[src/rtl/clock_edge_monitor.sv]
// clock_edge_monitor
//   Watches a divided clock (i_clk_div) from the fast source clock domain,
//   produces per-edge strobes, measures every half period and tracks
//   whether the divided clock runs at the expected ratio (lock / loss).
//
// Ports
//   i_clk_mhz     : source clock, all logic on its rising edge
//   i_rstn_mhz    : asynchronous active-low reset
//   i_clk_div     : monitored divided clock (asynchronous)
//   i_rst_div     : active-high reset of the divided domain (asynchronous)
//   o_rise_ce     : one-cycle strobe per detected rising edge of i_clk_div
//   o_fall_ce     : one-cycle strobe per detected falling edge of i_clk_div
//   o_locked      : high while locked
//   o_lost        : high while lock has been lost
//   o_half_period : last measured half period, in i_clk_mhz cycles
//   o_loss_cnt    : number of lock losses, saturating at 255
module clock_edge_monitor #(
  parameter int unsigned par_clk_divisor = 1000,
  parameter int unsigned par_tolerance   = 2,
  parameter int unsigned par_lock_count  = 4
) (
  input  logic        i_clk_mhz,
  input  logic        i_rstn_mhz,
  input  logic        i_clk_div,
  input  logic        i_rst_div,
  output logic        o_rise_ce,
  output logic        o_fall_ce,
  output logic        o_locked,
  output logic        o_lost,
  output logic [15:0] o_half_period,
  output logic [7:0]  o_loss_cnt
);

  typedef enum logic [2:0] {
    S_RESET,
    S_ACQUIRE,
    S_CHECK,
    S_LOCKED,
    S_LOST
  } state_t;

  localparam logic [15:0] LP_HALF = 16'(par_clk_divisor / 2);
  localparam logic [15:0] LP_TOL  = 16'(par_tolerance);
  localparam logic [15:0] LP_TMO  = 16'(par_clk_divisor / 2 + par_tolerance + 1);
  localparam logic [3:0]  LP_LOCK = 4'(par_lock_count);

  logic        r_div_s1, r_div_s2, r_div_s3;
  logic        r_rst_s1, r_rst_s2;
  logic        r_det_rise, r_det_fall;
  logic        r_rise_ce, r_fall_ce;
  logic        r_locked, r_lost;
  logic [3:0]  r_good;
  logic [15:0] r_cnt;
  logic [15:0] r_half;
  logic [7:0]  r_loss;
  state_t      r_state;

  logic        w_edge;
  logic [15:0] w_dev;
  logic        w_good;
  logic        w_timeout;
  logic        w_bad;
  state_t      w_state_nxt;
  logic [3:0]  w_good_nxt;
  logic        w_loss_inc;

  // Synchronizers, edge-detect register and registered edge detection.
  // The detection register aligns the FSM, counter and strobes so that all
  // of them react 3 source edges after i_clk_div is first sampled.
  always_ff @(posedge i_clk_mhz or negedge i_rstn_mhz) begin
    if (!i_rstn_mhz) begin
      r_div_s1   <= 1'b0;
      r_div_s2   <= 1'b0;
      r_div_s3   <= 1'b0;
      r_rst_s1   <= 1'b1;
      r_rst_s2   <= 1'b1;
      r_det_rise <= 1'b0;
      r_det_fall <= 1'b0;
    end else begin
      r_div_s1   <= i_clk_div;
      r_div_s2   <= r_div_s1;
      r_div_s3   <= r_div_s2;
      r_rst_s1   <= i_rst_div;
      r_rst_s2   <= r_rst_s1;
      r_det_rise <= r_div_s2 & ~r_div_s3;
      r_det_fall <= ~r_div_s2 & r_div_s3;
    end
  end

  assign w_edge    = r_det_rise | r_det_fall;
  assign w_dev     = (r_cnt >= LP_HALF) ? (r_cnt - LP_HALF) : (LP_HALF - r_cnt);
  assign w_good    = (w_dev <= LP_TOL);
  // The counter runs past LP_TMO, so the timeout fires once per gap;
  // an edge in the same cycle wins.
  assign w_timeout = (r_cnt == LP_TMO) && !w_edge;
  assign w_bad     = (w_edge && !w_good) || w_timeout;

  always_ff @(posedge i_clk_mhz or negedge i_rstn_mhz) begin
    if (!i_rstn_mhz) begin
      r_state <= S_RESET;
      r_good  <= '0;
    end else begin
      r_state <= w_state_nxt;
      r_good  <= w_good_nxt;
    end
  end

  always_comb begin
    w_state_nxt = r_state;
    w_good_nxt  = r_good;
    w_loss_inc  = 1'b0;
    case (r_state)
      S_RESET: begin
        w_good_nxt = '0;
        if (!r_rst_s2) w_state_nxt = S_ACQUIRE;
      end
      S_ACQUIRE: begin
        if (w_edge) begin
          w_good_nxt  = '0;
          w_state_nxt = S_CHECK;
        end
      end
      S_CHECK: begin
        if (w_edge && w_good) begin
          w_good_nxt = r_good + 4'd1;
          if (r_good + 4'd1 == LP_LOCK) w_state_nxt = S_LOCKED;
        end else if (w_bad) begin
          w_good_nxt = '0;
        end
      end
      S_LOCKED: begin
        if (w_bad) begin
          w_state_nxt = S_LOST;
          w_loss_inc  = 1'b1;
        end
      end
      S_LOST: begin
        if (w_edge) begin
          w_good_nxt  = '0;
          w_state_nxt = S_CHECK;
        end
      end
      default: begin
        w_state_nxt = S_RESET;
        w_good_nxt  = '0;
      end
    endcase
    // Divided-domain reset overrides everything, including a pending loss.
    if (r_rst_s2) begin
      w_state_nxt = S_RESET;
      w_good_nxt  = '0;
      w_loss_inc  = 1'b0;
    end
  end

  // Counter restarts at 1 on an edge so its value at the next edge equals
  // the strobe-to-strobe distance.
  always_ff @(posedge i_clk_mhz or negedge i_rstn_mhz) begin
    if (!i_rstn_mhz) begin
      r_cnt     <= '0;
      r_half    <= '0;
      r_loss    <= '0;
      r_rise_ce <= 1'b0;
      r_fall_ce <= 1'b0;
      r_locked  <= 1'b0;
      r_lost    <= 1'b0;
    end else begin
      if (r_state == S_RESET)   r_cnt <= '0;
      else if (w_edge)          r_cnt <= 16'd1;
      else if (r_cnt != '1)     r_cnt <= r_cnt + 16'd1;

      if (w_edge && (r_state == S_CHECK || r_state == S_LOCKED || r_state == S_LOST))
        r_half <= r_cnt;

      if (w_loss_inc && (r_loss != '1)) r_loss <= r_loss + 8'd1;

      // Gating on the next state keeps strobes low whenever the FSM sits in S_RESET.
      r_rise_ce <= r_det_rise && (w_state_nxt != S_RESET);
      r_fall_ce <= r_det_fall && (w_state_nxt != S_RESET);
      r_locked  <= (w_state_nxt == S_LOCKED);
      r_lost    <= (w_state_nxt == S_LOST);
    end
  end

  assign o_rise_ce     = r_rise_ce;
  assign o_fall_ce     = r_fall_ce;
  assign o_locked      = r_locked;
  assign o_lost        = r_lost;
  assign o_half_period = r_half;
  assign o_loss_cnt    = r_loss;

endmodule

[config.mk]
export PLATFORM = sky130hd
export DESIGN_NAME = clock_edge_monitor
export DESIGN_NICKNAME = d
export VERILOG_FILES = /design/src/rtl/clock_edge_monitor.sv
export SDC_FILE = /design/constraint.sdc
export NUM_CORES = 1
export LEC_CHECK = 0
export CORE_ASPECT_RATIO = 1.25
export CORE_MARGIN = 5
export CORE_UTILIZATION = 53
export DETAILED_ROUTE_END_ITERATION = 7
export DONT_BUFFER_PORTS = 1
export HOLD_SLACK_MARGIN = 0.02
export PLACE_DENSITY = 0.7
export SYNTH_ARGS = -nofsm -noshare
export SYNTH_HDL_FRONTEND = slang
export SYNTH_SLANG_ARGS = --single-unit
[constraint.sdc]
create_clock -name i_clk_mhz -period 7.26 [get_ports i_clk_mhz]
set_clock_uncertainty 0.2 [all_clocks]
set_input_delay 1.089 -clock i_clk_mhz [delete_from_list [all_inputs] [get_ports i_clk_mhz]]
set_output_delay 1.089 -clock i_clk_mhz [all_outputs]
set_load 0.01 [all_outputs]
---- After elaboration in Yosys (flattened, before gate mapping) ----
Index checks and enable logic that the tools add are counted.
word-level totals
  bits in registers ....................... 58
  input bits .............................. 4
  logic and storage cells ................. 76
operators by class
  add/sub/neg operators ................... 5
  magnitude comparators ................... 2
  eq/ne operators ......................... 13
  muxes and demuxes ....................... 18
  bitwise logic cells ..................... 5
  reductions and logical operators ........ 17
operator list
  operator                 number
  $mux W16                 4
  $add A16 B1 Y16 const B  1
  $eq A16 B9 Y1 const B    1
  $ge A16 B9 Y1 const B    1
  $le A16 B2 Y1 const B    1
  $mux W4                  4
  $ne A16 B16 Y1 const B   1
  $sub A16 B9 Y16 const B  1
  $sub A9 B16 Y16 const A  1
  $mux W3                  5
  $pmux W3 S4              1
  $pmux W4 S3              1
  $eq A3 B2 Y1 const B     3
  $add A8 B1 Y8 const B    1
  $ne A8 B8 Y1 const B     1
  $logic_and A1 B1 Y1      7
  $eq A3 B3 Y1 const B     2
  $reduce_bool A3 Y1       2
  $add A4 B1 Y4 const B    1
  $eq A4 B3 Y1 const B     1
  $ne A4 B4 Y1 const B     1
  $eq A3 B1 Y1 const B     1
  $logic_not A3 Y1         1
  $logic_or A1 B1 Y1       3
  other kinds (9)          14

---- Logic depth before layout (Yosys ltp) ----
Gate-level depths: netlist (run 1).
  word-level depth ........................ 11
  mapped depth ............................ 13
  mapped depth without buffers ............ 10

---- Worst setup path before layout (run 1) ----
OpenSTA, ideal clock, no wires.
  kind .................................... reg-to-reg
  start ................................... register r_cnt[3]
  end ..................................... register r_loss[1], in the netlist o_loss_cnt[1]
  setup time .............................. 0.128 ns
  data arrival time ....................... 3.121 ns
  required time ........................... 6.932 ns
  path slack .............................. 3.811 ns
  cell stages (with the launch flop) ...... 13
  buffers on the path ..................... 2
  cells stage by stage .................... dfrtp_1 > clkbuf_1 > inv_1 > ha_1 > buf_2 > a21boi_1 > o311ai_4 > mux2i_1 > xnor2_1 > or4b_4 > nor4_2 > or2_1 > mux2_1
on the way
  cells in the longest elaborated chain, start to end .. 10
  elaborated cells on any way between the ends .. 14
RTL lines
  what                                     line  text
  from (decl)                              53    logic [15:0] r_cnt;
  from (signal assigned)                   170   else if (r_cnt != '1) r_cnt <= r_cnt + 16'd1;
  $sub A9 B16 Y16 (tied with other cells)  91    assign w_dev = (r_cnt >= LP_HALF) ? (r_cnt - LP_HALF) : (LP_HALF - r_cnt);
  $mux W16                                 91
  $le A16 B2 Y1                            92    assign w_good = (w_dev <= LP_TOL);
  $logic_not A1 Y1                         96    assign w_bad = (w_edge && !w_good) || w_timeout;
  $logic_and A1 B1 Y1                      96
  $logic_or A1 B1 Y1 *                     96
  $mux W1 *                                132   if (w_bad) begin
  $mux W1 *                                112   case (r_state)
  $mux W1 *                                149   if (r_rst_s2) begin
  $logic_and A1 B1 Y1 *                    175   if (w_loss_inc && (r_loss != '1)) r_loss <= r_loss + 8'd1;
  to (signal assigned)                     175
  to (decl)                                55    logic [7:0] r_loss;
Every way passes the cells marked *; elsewhere a longest branch is shown, timed or not.
A chain may end at the register's enable or synchronous reset.

---- Worst setup path in the final report (run 1) ----
  start ................................... register r_cnt[2]
  end ..................................... register r_loss[1], in the netlist o_loss_cnt[1]
The elaborated chain is that of the path after synthesis.

==> results of run 1 <==
[per-layer routing]
metal / part of all wire, % / wire length (µm) / global-route usage [%]
met2: 52 / 3860 / 34.2
met4: 2.2 / 165 / 7.28
met5: 0 / 0 / 0
met3: 4.9 / 362 / 6.31
met1: 41 / 3030 / 24.7
[worst max-delay path, stage by stage (launching register included)]
cell	delay, ps
dfrtp_1	560
inv_1	160
ha_1	340
a21boi_1	220
o311ai_4	490
mux2i_1	280
xnor2_1	90
or4b_4	560
nor4_2	680
or2_1	240
mux2_1	320
[path summary, 6_finish.rpt]
path,depth (start not counted),from,slack (ps),end
max,10,r_cnt[2]$_DFFE_PN0P_,2980,o_loss_cnt[1]$_DFFE_PN0P_
min,0,r_div_s1$_DFF_PN0_,160,r_div_s2$_DFF_PN0_
max reg2reg,10,r_cnt[2]$_DFFE_PN0P_,2980,o_loss_cnt[1]$_DFFE_PN0P_
min reg2reg,0,r_div_s1$_DFF_PN0_,160,r_div_s2$_DFF_PN0_
max in group asynchronous,0,i_rstn_mhz,6440,r_rst_s2$_DFF_PN1_
min in group asynchronous,0,i_rstn_mhz,230,o_half_period[9]$_DFFE_PN0P_
[sequential cells by signal, indices dropped and copies added, names as in the netlist]
signal and count:
r_state 3, r_div_s3 1, r_div_s1 1, r_rst_s1 1, r_div_s2 1, r_rst_s2 1, o_locked 1, o_half_period 16
r_cnt 16, r_det_rise 1, r_good 4, o_rise_ce 1, o_fall_ce 1, r_det_fall 1, o_loss_cnt 8, o_lost 1
[final cells by class]
cell class                 instances  area, µm²  area share (%)
tap                               85        106            3.00
clock buffer                       9        124            3.49
sequential                        58       1450            40.9
clock inverter                     7       78.8            2.22
inverter                           6       22.5           0.634
multi-input combinational        252       1770            49.7
[Yosys cell counts, types with 3 or more instances]
master,count
clkbuf_1,15
xnor2_1,11
nor4_1,3
nor2_1,27
mux2i_1,4
inv_1,6
ha_1,10
a21oi_1,13
nor4b_1,3
and2_1,6
nand2_1,27
buf_2,5
or3_1,6
dfrtp_1,56
mux2_2,11
nand4_1,4
nor2b_1,4
nor3_1,10
o21ai_0,19
xor2_1,16
nand3_1,13
or2_2,3
nand2b_1,4
a31oi_1,7
[power groups by stage]
stage / clock [mW] / combinational, mW / sequential [mW]
floorplan: 0 / 0.0395 / 0.355
global placement: 0 / 0.0463 / 0.361
detailed placement: 0 / 0.0474 / 0.362
CTS: 0.309 / 0.0480 / 0.356
global route: 0.326 / 0.0531 / 0.358
finish: 0.300 / 0.0473 / 0.356
[cell families (layout without fill, tap and decap cells)]
kind of cell	count (synthesis)	count (layout)	synth area share, %
and+or+nand+nor	131	131	22.5
AOI/OAI and AO/OA	68	68	14.1
DFF	58	58	43.3
buffers and inverters	31	22	4.13
xor gates and xnor gates	27	27	7.04
muxes	16	16	5.22
adders and majority gates	10	10	3.73
[metrics by stage]
step | hold slack, ps | instances | setup slack, ps
global placement | 146 | 401 | 3160
CTS | 165 | 417 | 3010
global route | 169 | 417 | 2720
detailed placement | 138 | 401 | 3030
floorplan | 131 | 341 | 3810
finish | 161 | 417 | 2980
==> qor.txt, run 1 <==
Initial DRT Pass Iterations = 5
Inserted Diodes = 0
Max H-tree Level = 3
sequential fraction of design power = 50.6%
I/O Pins = 32
placed inst area = 3350 µm²
number of synthesized flops with an enable pin = 0
number of global-route vias before repair = 2577
number of buffers added for setup after CTS = 0
wire length of the first global-routing pass = 12600 µm
largest buffer count on any clock path = 2
relative contribution of the clock network to total power = 42.7%
clock tree from TritonCTS = done
Starting Density = 54.5%
cts-stage hold buffer count = 0
mean area per synthesized cell = 9.85 µm²
number of flip-flops and latches in the synthesized netlist = 58
final worst path period share = 58.9%
worst IR drop on VDD = 0.152 mV
leakage power total = 1.57 nW
die height = 99.0 µm
synth unique cells = 71
cell taking the most area after synthesis = dfrtp_1
insertion delay of the later-clocked pin in the worst-skew pair = 350 ps
largest cells by area after synthesis = dfrtp_1, xor2_1, ha_1
clock slew at the register clock pins of the worst setup and hold paths = 80 ps
post-route cell area = 3550 µm²
Cell Pwr Density = 198 nW/µm²
combinational group share of total power = 6.7%
power consumption = 0.703 mW
1st-iter DRT viols = 296
result of the run = complete, no violations
main flop type after synthesis = dfrtp_1
total global routing track utilization = 20.5%
launching element type of the critical path = flop
maximum number of pins on one net before global-route repair = 59
Floorplan Core Area = 6170 µm²
clock root cell = clkbuf_8
synthesis-to-finish area growth = 5.74%
vias per inst = 6.04
Final #Nets = 341
path class of the lowest-slack min-delay path = reg2reg
number of hold-slack violations in the final timing report = 0
unrepaired setup endpoints after global routing = false
fin. max-slew vios = 0
Detail Placement HPWL = 5190 µm
sequential share of the synthesized area = 43.3%
# fillers = 560
Post-Syn Nets = 355
fraction of synthesis flops using an asynchronous set or reset pin = 100%
total via count in the routed design = 2518
switch share = 26.7%
Max-Cap Viols = 0
setup_tns = 0 ps
number of buffer cells added on primary ports = 0
Post-route DRC = 0
Tmin final = 4280 ps
routed wirelength normalized by instance count = 17.8 µm
required time of the critical path = 7290 ps
total CTS buffers = 9
final setup fails = 0
worst-path fanout max = 11
fraction of final layout cells sized beyond drive strength 1 = 14.8%
number of antenna violations at the first check in global routing = 0
share of Yosys cell area claimed by the top area cell type = 41.7%
grt total ovfl = 0
die area = 8040 µm²
final core utilization = 57.6%
Max-slew headroom = 40.3%
Max Clock Freq = 234 MHz
number of nets with antenna violations after routing = 0
number of sinks driven by the clock tree = 58
slew of the pin with the lowest slew margin = 888 ps
Syn Std Cell Area = 3360 µm²
Crit Path Class = reg2reg
Synth Warn # = 0
Power Internal = 0.516 mW
cell count after synthesis = 341
cell row count = 32
sw power = 0.188 mW
Chip Width = 81.2 µm
commonest non-fill, non-tap cell in the layout = dfrtp_1
total routed wirelength = 7420 µm
post-cts resize count = 0
kind of end point of the critical path = flop
most used cells in the layout excluding fill and tap cells = dfrtp_1, nand2_1, nor2_1
worst path arrival time = 4300 ps
RePlAce Congestion = 0.894
(Power assumes the default switching activity.)
==> run 2, diff against run 1 <==
==> constraint.sdc (replaced) <==
create_clock -name i_clk_mhz -period 4.5 [get_ports i_clk_mhz]
set_clock_uncertainty 0.2 [all_clocks]
set_input_delay 0.675 -clock i_clk_mhz [delete_from_list [all_inputs] [get_ports i_clk_mhz]]
set_output_delay 0.675 -clock i_clk_mhz [all_outputs]
set_load 0.01 [all_outputs]
==> qor.txt, run 2 (synthesis gave the netlist of run 1 again) <==
insertion delay of the later-clocked pin in the worst-skew pair = 350 ps (about the same)
Crit Path Class = reg2reg (unchanged)
Cell Pwr Density = 357 nW/µm² (was 198 nW/µm²)
combined area of the multi-input logic cells = 1770 µm² (unchanged)
Max-slew headroom = 44.6% (was 40.3%)
Tmin final = 3830 ps (was 4280 ps)
setup_tns = 0 ps (unchanged)
number of antenna violations at the first check in global routing = 0 (unchanged)
commonest non-fill, non-tap cell in the layout = dfrtp_1 (unchanged)
number of hold-slack violations in the final timing report = 0 (unchanged)
Max H-tree Level = 3 (unchanged)
total global routing track utilization = 20.1% (was 20.5%)
# fillers = 565 (was 560)
number of sinks driven by the clock tree = 58 (unchanged)
kind of end point of the critical path = flop (unchanged)
clock root cell = clkbuf_8 (unchanged)
clock slew at the register clock pins of the worst setup and hold paths = 70 ps (was 80 ps)
path class of the lowest-slack min-delay path = in2reg (was reg2reg)
post-route cell area = 3660 µm² (was 3550 µm²)
I/O Pins = 32 (unchanged)
vias per inst = 5.96 (was 6.04)
total routed wirelength = 7310 µm (was 7420 µm)
final setup fails = 0 (unchanged)
leakage power total = 1.63 nW (was 1.57 nW)
Detail Placement HPWL = 5120 µm (was 5190 µm)
final worst path period share = 85.2% (was 58.9%)
number of buffer cells added on primary ports = 0 (unchanged)
worst path arrival time = 3870 ps (was 4300 ps)
Floorplan Core Area = 6170 µm² (unchanged)
total via count in the routed design = 2502 (was 2518)
placed inst area = 3360 µm² (was 3350 µm²)
worst IR drop on VDD = 0.265 mV (was 0.152 mV)
fin. max-slew vios = 0 (unchanged)
result of the run = complete, no violations (unchanged)
clock tree from TritonCTS = done (unchanged)
die height = 99.0 µm (unchanged)
largest buffer count on any clock path = 2 (unchanged)
cell row count = 32 (unchanged)
Initial DRT Pass Iterations = 5 (unchanged)
1st-iter DRT viols = 224 (was 296)
number of nets with antenna violations after routing = 0 (unchanged)
RePlAce Congestion = 0.888 (was 0.894)
slew of the pin with the lowest slew margin = 829 ps (was 888 ps)
launching element type of the critical path = flop (unchanged)
Final #Nets = 344 (was 341)
wire length of the first global-routing pass = 12400 µm (was 12600 µm)
required time of the critical path = 4530 ps (was 7290 ps)
most used cells in the layout excluding fill and tap cells = dfrtp_1, nand2_1, nor2_1 (unchanged)
routed wirelength normalized by instance count = 17.4 µm (was 17.8 µm)
Max Clock Freq = 261 MHz (was 234 MHz)
unrepaired setup endpoints after global routing = false (unchanged)
Post-route DRC = 0 (unchanged)
Storage cell area = 1450 µm² (unchanged)
worst-path fanout max = 11 (unchanged)
fraction of final layout cells sized beyond drive strength 1 = 15.2% (was 14.8%)
total CTS buffers = 9 (unchanged)
Inserted Diodes = 0 (unchanged)
Starting Density = 54.5% (unchanged)
Max-Cap Viols = 0 (unchanged)
die area = 8040 µm² (unchanged)
grt total ovfl = 0 (unchanged)
Chip Width = 81.2 µm (unchanged)
synthesis-to-finish area growth = 8.94% (was 5.74%)
power consumption = 1.31 mW (was 0.703 mW)
number of global-route vias before repair = 2504 (was 2577)
number of buffers added for setup after CTS = 0 (unchanged)
maximum number of pins on one net before global-route repair = 59 (unchanged)
run 2: stage by stage:
stage | util (%) | hold WS, ps | setup slack [ps] | instances
2_1_floorplan | - | 131 | 1050 | 341
3_3_place_gp | 54.4 | 145 | 844 | 402
3_5_place_dp | 54.4 | 138 | 723 | 402
4_1_cts | 59.3 | 109 | 693 | 420
5_1_grt | 59.3 | 99.3 | 447 | 420
6_report | 59.3 | 118 | 666 | 420
run 2: what timing repair did:
item / 4_1_cts / 5_1_grt
resized for setup: 0 / 0
endpoints found under the hold margin: 58 / 0
hold buffers: 2 / 0
setup endpoints to repair: 0 / 0
run 2: where the power goes:
| group | switching (mW) | total (mW) | internal, mW |
|---|---|---|---|
| sequential | 0.0310 | 0.574 | 0.543 |
| combinational | 0.0538 | 0.0870 | 0.0333 |
| clock | 0.221 | 0.644 | 0.423 |
run 2: path summary, 6_finish.rpt:
kind                                 startpoint                   endpoint  slack [ps]  depth (start not counted)
min reg2reg                  r_rst_s1$_DFF_PN1_         r_rst_s2$_DFF_PN1_         160                          0
max                        r_cnt[3]$_DFFE_PN0P_  o_loss_cnt[1]$_DFFE_PN0P_         670                         11
min in group asynchronous            i_rstn_mhz      r_cnt[11]$_DFFE_PN0P_         640                          2
min                                   i_rst_div         r_rst_s1$_DFF_PN1_         120                          0
max in group asynchronous            i_rstn_mhz         r_rst_s1$_DFF_PN1_        3170                          2
max reg2reg                r_cnt[3]$_DFFE_PN0P_  o_loss_cnt[1]$_DFFE_PN0P_         670                         11
run 2: critical path: stages (launching register included):
cell and delay, ps:
dfrtp_1 520, inv_1 180, ha_1 330, a21boi_1 230, o311ai_4 490, mux2i_1 280
xnor2_1 80, or4b_4 560, nor4_2 150, buf_4 210, or2_1 160, mux2_1 320
run 2: metal layers:
| metal | GRT usage (%) | share of wire, % |
|---|---|---|
| met1 | 23.8 | 40 |
| met2 | 33.5 | 53 |
| met3 | 5.94 | 4.8 |
| met4 | 8.32 | 2.0 |
| met5 | 0 | 0 |
run 2: cell type report:
type	count	share of cell area (%)
Multi-Input combinational cell	252	48.3
Sequential cell	58	39.7
Clock inverter	7	3.86
Clock buffer	9	3.39
Tap cell	85	2.91
Timing Repair Buffer	3	1.23
Inverter	6	0.616
==> run 3, diff against run 2 <==
==> config.mk (replaced) <==
export PLATFORM = sky130hd
export DESIGN_NAME = clock_edge_monitor
export DESIGN_NICKNAME = d
export VERILOG_FILES = /design/src/rtl/clock_edge_monitor.sv
export SDC_FILE = /design/constraint.sdc
export NUM_CORES = 1
export LEC_CHECK = 0
export CORE_ASPECT_RATIO = 0.9
export CORE_MARGIN = 5
export CORE_UTILIZATION = 48
export CTS_BUF_LIST = sky130_fd_sc_hd__clkbuf_4 sky130_fd_sc_hd__clkbuf_8
export DETAILED_ROUTE_END_ITERATION = 7
export DONT_BUFFER_PORTS = 1
export HOLD_SLACK_MARGIN = 0.02
export PLACE_DENSITY = 0.65
export SYNTH_ARGS = -nofsm -noshare
export SYNTH_HDL_FRONTEND = slang
export SYNTH_SLANG_ARGS = --single-unit
==> qor.txt, run 3 (synthesis gave the netlist of run 1 again) <==
result of the run = complete, no violations (unchanged)
die height = 89.4 µm (was 99.0 µm)
Crit Path Class = reg2reg (unchanged)
path class of the lowest-slack min-delay path = in2reg (unchanged)
placed inst area = 3370 µm² (was 3360 µm²)
clock slew at the register clock pins of the worst setup and hold paths = 70 ps (about the same)
total CTS buffers = 9 (unchanged)
Max Clock Freq = 255 MHz (was 261 MHz)
worst-path fanout max = 11 (unchanged)
required time of the critical path = 4530 ps (about the same)
largest buffer count on any clock path = 2 (unchanged)
vias per inst = 5.82 (was 5.96)
clock root cell = clkbuf_8 (unchanged)
worst path arrival time = 3960 ps (was 3870 ps)
grt total ovfl = 0 (unchanged)
launching element type of the critical path = flop (unchanged)
wire length of the first global-routing pass = 12300 µm (was 12400 µm)
cell row count = 29 (was 32)
leakage power total = 1.59 nW (was 1.63 nW)
fraction of final layout cells sized beyond drive strength 1 = 15.2% (unchanged)
synthesis-to-finish area growth = 6.67% (was 8.94%)
number of global-route vias before repair = 2379 (was 2504)
RePlAce Congestion = 0.909 (was 0.888)
number of antenna violations at the first check in global routing = 0 (unchanged)
total routed wirelength = 7280 µm (was 7310 µm)
Max H-tree Level = 3 (unchanged)
worst IR drop on VDD = 0.209 mV (was 0.265 mV)
insertion delay of the later-clocked pin in the worst-skew pair = 350 ps (about the same)
Floorplan Core Area = 6930 µm² (was 6170 µm²)
number of nets with antenna violations after routing = 0 (unchanged)
slew of the pin with the lowest slew margin = 826 ps (was 829 ps)
setup_tns = 0 ps (unchanged)
commonest non-fill, non-tap cell in the layout = dfrtp_1 (unchanged)
unrepaired setup endpoints after global routing = false (unchanged)
most used cells in the layout excluding fill and tap cells = dfrtp_1, nand2_1, nor2_1 (unchanged)
number of hold-slack violations in the final timing report = 0 (unchanged)
Post-route DRC = 0 (unchanged)
I/O Pins = 32 (unchanged)
Max-slew headroom = 44.8% (was 44.6%)
final setup fails = 0 (unchanged)
Tmin final = 3930 ps (was 3830 ps)
post-route cell area = 3580 µm² (was 3660 µm²)
Starting Density = 48.5% (was 54.5%)
Chip Width = 98.2 µm (was 81.2 µm)
Max-Cap Viols = 0 (unchanged)
final worst path period share = 87.3% (was 85.2%)
Detail Placement HPWL = 5080 µm (was 5120 µm)
1st-iter DRT viols = 175 (was 224)
number of sinks driven by the clock tree = 58 (unchanged)
maximum number of pins on one net before global-route repair = 59 (unchanged)
total global routing track utilization = 17.9% (was 20.1%)
clock tree from TritonCTS = done (unchanged)
die area = 8770 µm² (was 8040 µm²)
Final #Nets = 344 (unchanged)
Inserted Diodes = 0 (unchanged)
post-cts resize count = 0 (unchanged)
Initial DRT Pass Iterations = 5 (unchanged)
routed wirelength normalized by instance count = 17.0 µm (was 17.4 µm)
kind of end point of the critical path = flop (unchanged)
Cell Pwr Density = 305 nW/µm² (was 357 nW/µm²)
fin. max-slew vios = 0 (unchanged)
total via count in the routed design = 2490 (was 2502)
number of buffers added for setup after CTS = 0 (unchanged)
number of buffer cells added on primary ports = 0 (unchanged)
## run 3: final timing paths
check	cells after the start	slack, ps	endpoint	from
setup / recovery	11	570	o_loss_cnt[1]$_DFFE_PN0P_	r_cnt[3]$_DFFE_PN0P_
hold / removal	0	120	r_rst_s1$_DFF_PN1_	i_rst_div
setup reg to reg	11	570	o_loss_cnt[1]$_DFFE_PN0P_	r_cnt[3]$_DFFE_PN0P_
hold reg to reg	0	160	r_rst_s2$_DFF_PN1_	r_rst_s1$_DFF_PN1_
max in group asynchronous	2	3160	r_rst_s2$_DFF_PN1_	i_rstn_mhz
min in group asynchronous	2	640	r_cnt[11]$_DFFE_PN0P_	i_rstn_mhz
## run 3: final cells by class
class / count / area (µm²)
well taps: 93 / 116
multi-input cells: 252 / 1770
repair buffers: 3 / 45.0
clock buffers: 9 / 124
inverters: 6 / 22.5
fillers: 631 / 3350
flip-flops and latches: 58 / 1450
clock inverters: 7 / 55.1
## run 3: power by group
group	internal (mW)	switching, mW	leakage, nW
sequential	0.543	0.0314	0.786
combinational	0.0333	0.0541	0.717
clock	0.203	0.230	0.0858
## run 3: metal layers
metal	up-vias	GRT usage, %	wire length, µm
li1	1195	-	-
met1	1211	25.6	3590
met2	70	26.1	3130
met3	14	5.07	449
met4	0	6.58	116
met5	-	0	0
## run 3: stage by stage
step | std cells | hold slack [ps] | worst slack, ps | power (mW) | util [%]
after floorplan | 341 | 131 | 1050 | 0.637 | -
after global placement | 410 | 148 | 790 | 0.659 | 48.6
after global routing | 428 | 96.7 | 380 | 1.15 | 51.7
after detailed placement | 410 | 138 | 631 | 0.658 | 48.6
final | 428 | 118 | 571 | 1.09 | 51.7
after CTS | 428 | 106 | 614 | 1.11 | 51.7
## run 3: critical path, cell delays in order, from the launching register on
cell	delay (ps)
dfrtp_1	550
inv_1	190
ha_1	330
a21boi_1	230
o311ai_4	480
mux2i_1	310
xnor2_1	100
or4b_4	570
nor4_2	160
buf_4	210
or2_1	160
mux2_1	330
## run 3: timing repair
item                       in CTS  in global routing
hold buffers                    2                  0
hold endpoints to repair       58                  0
setup endpoints to repair       0                  0
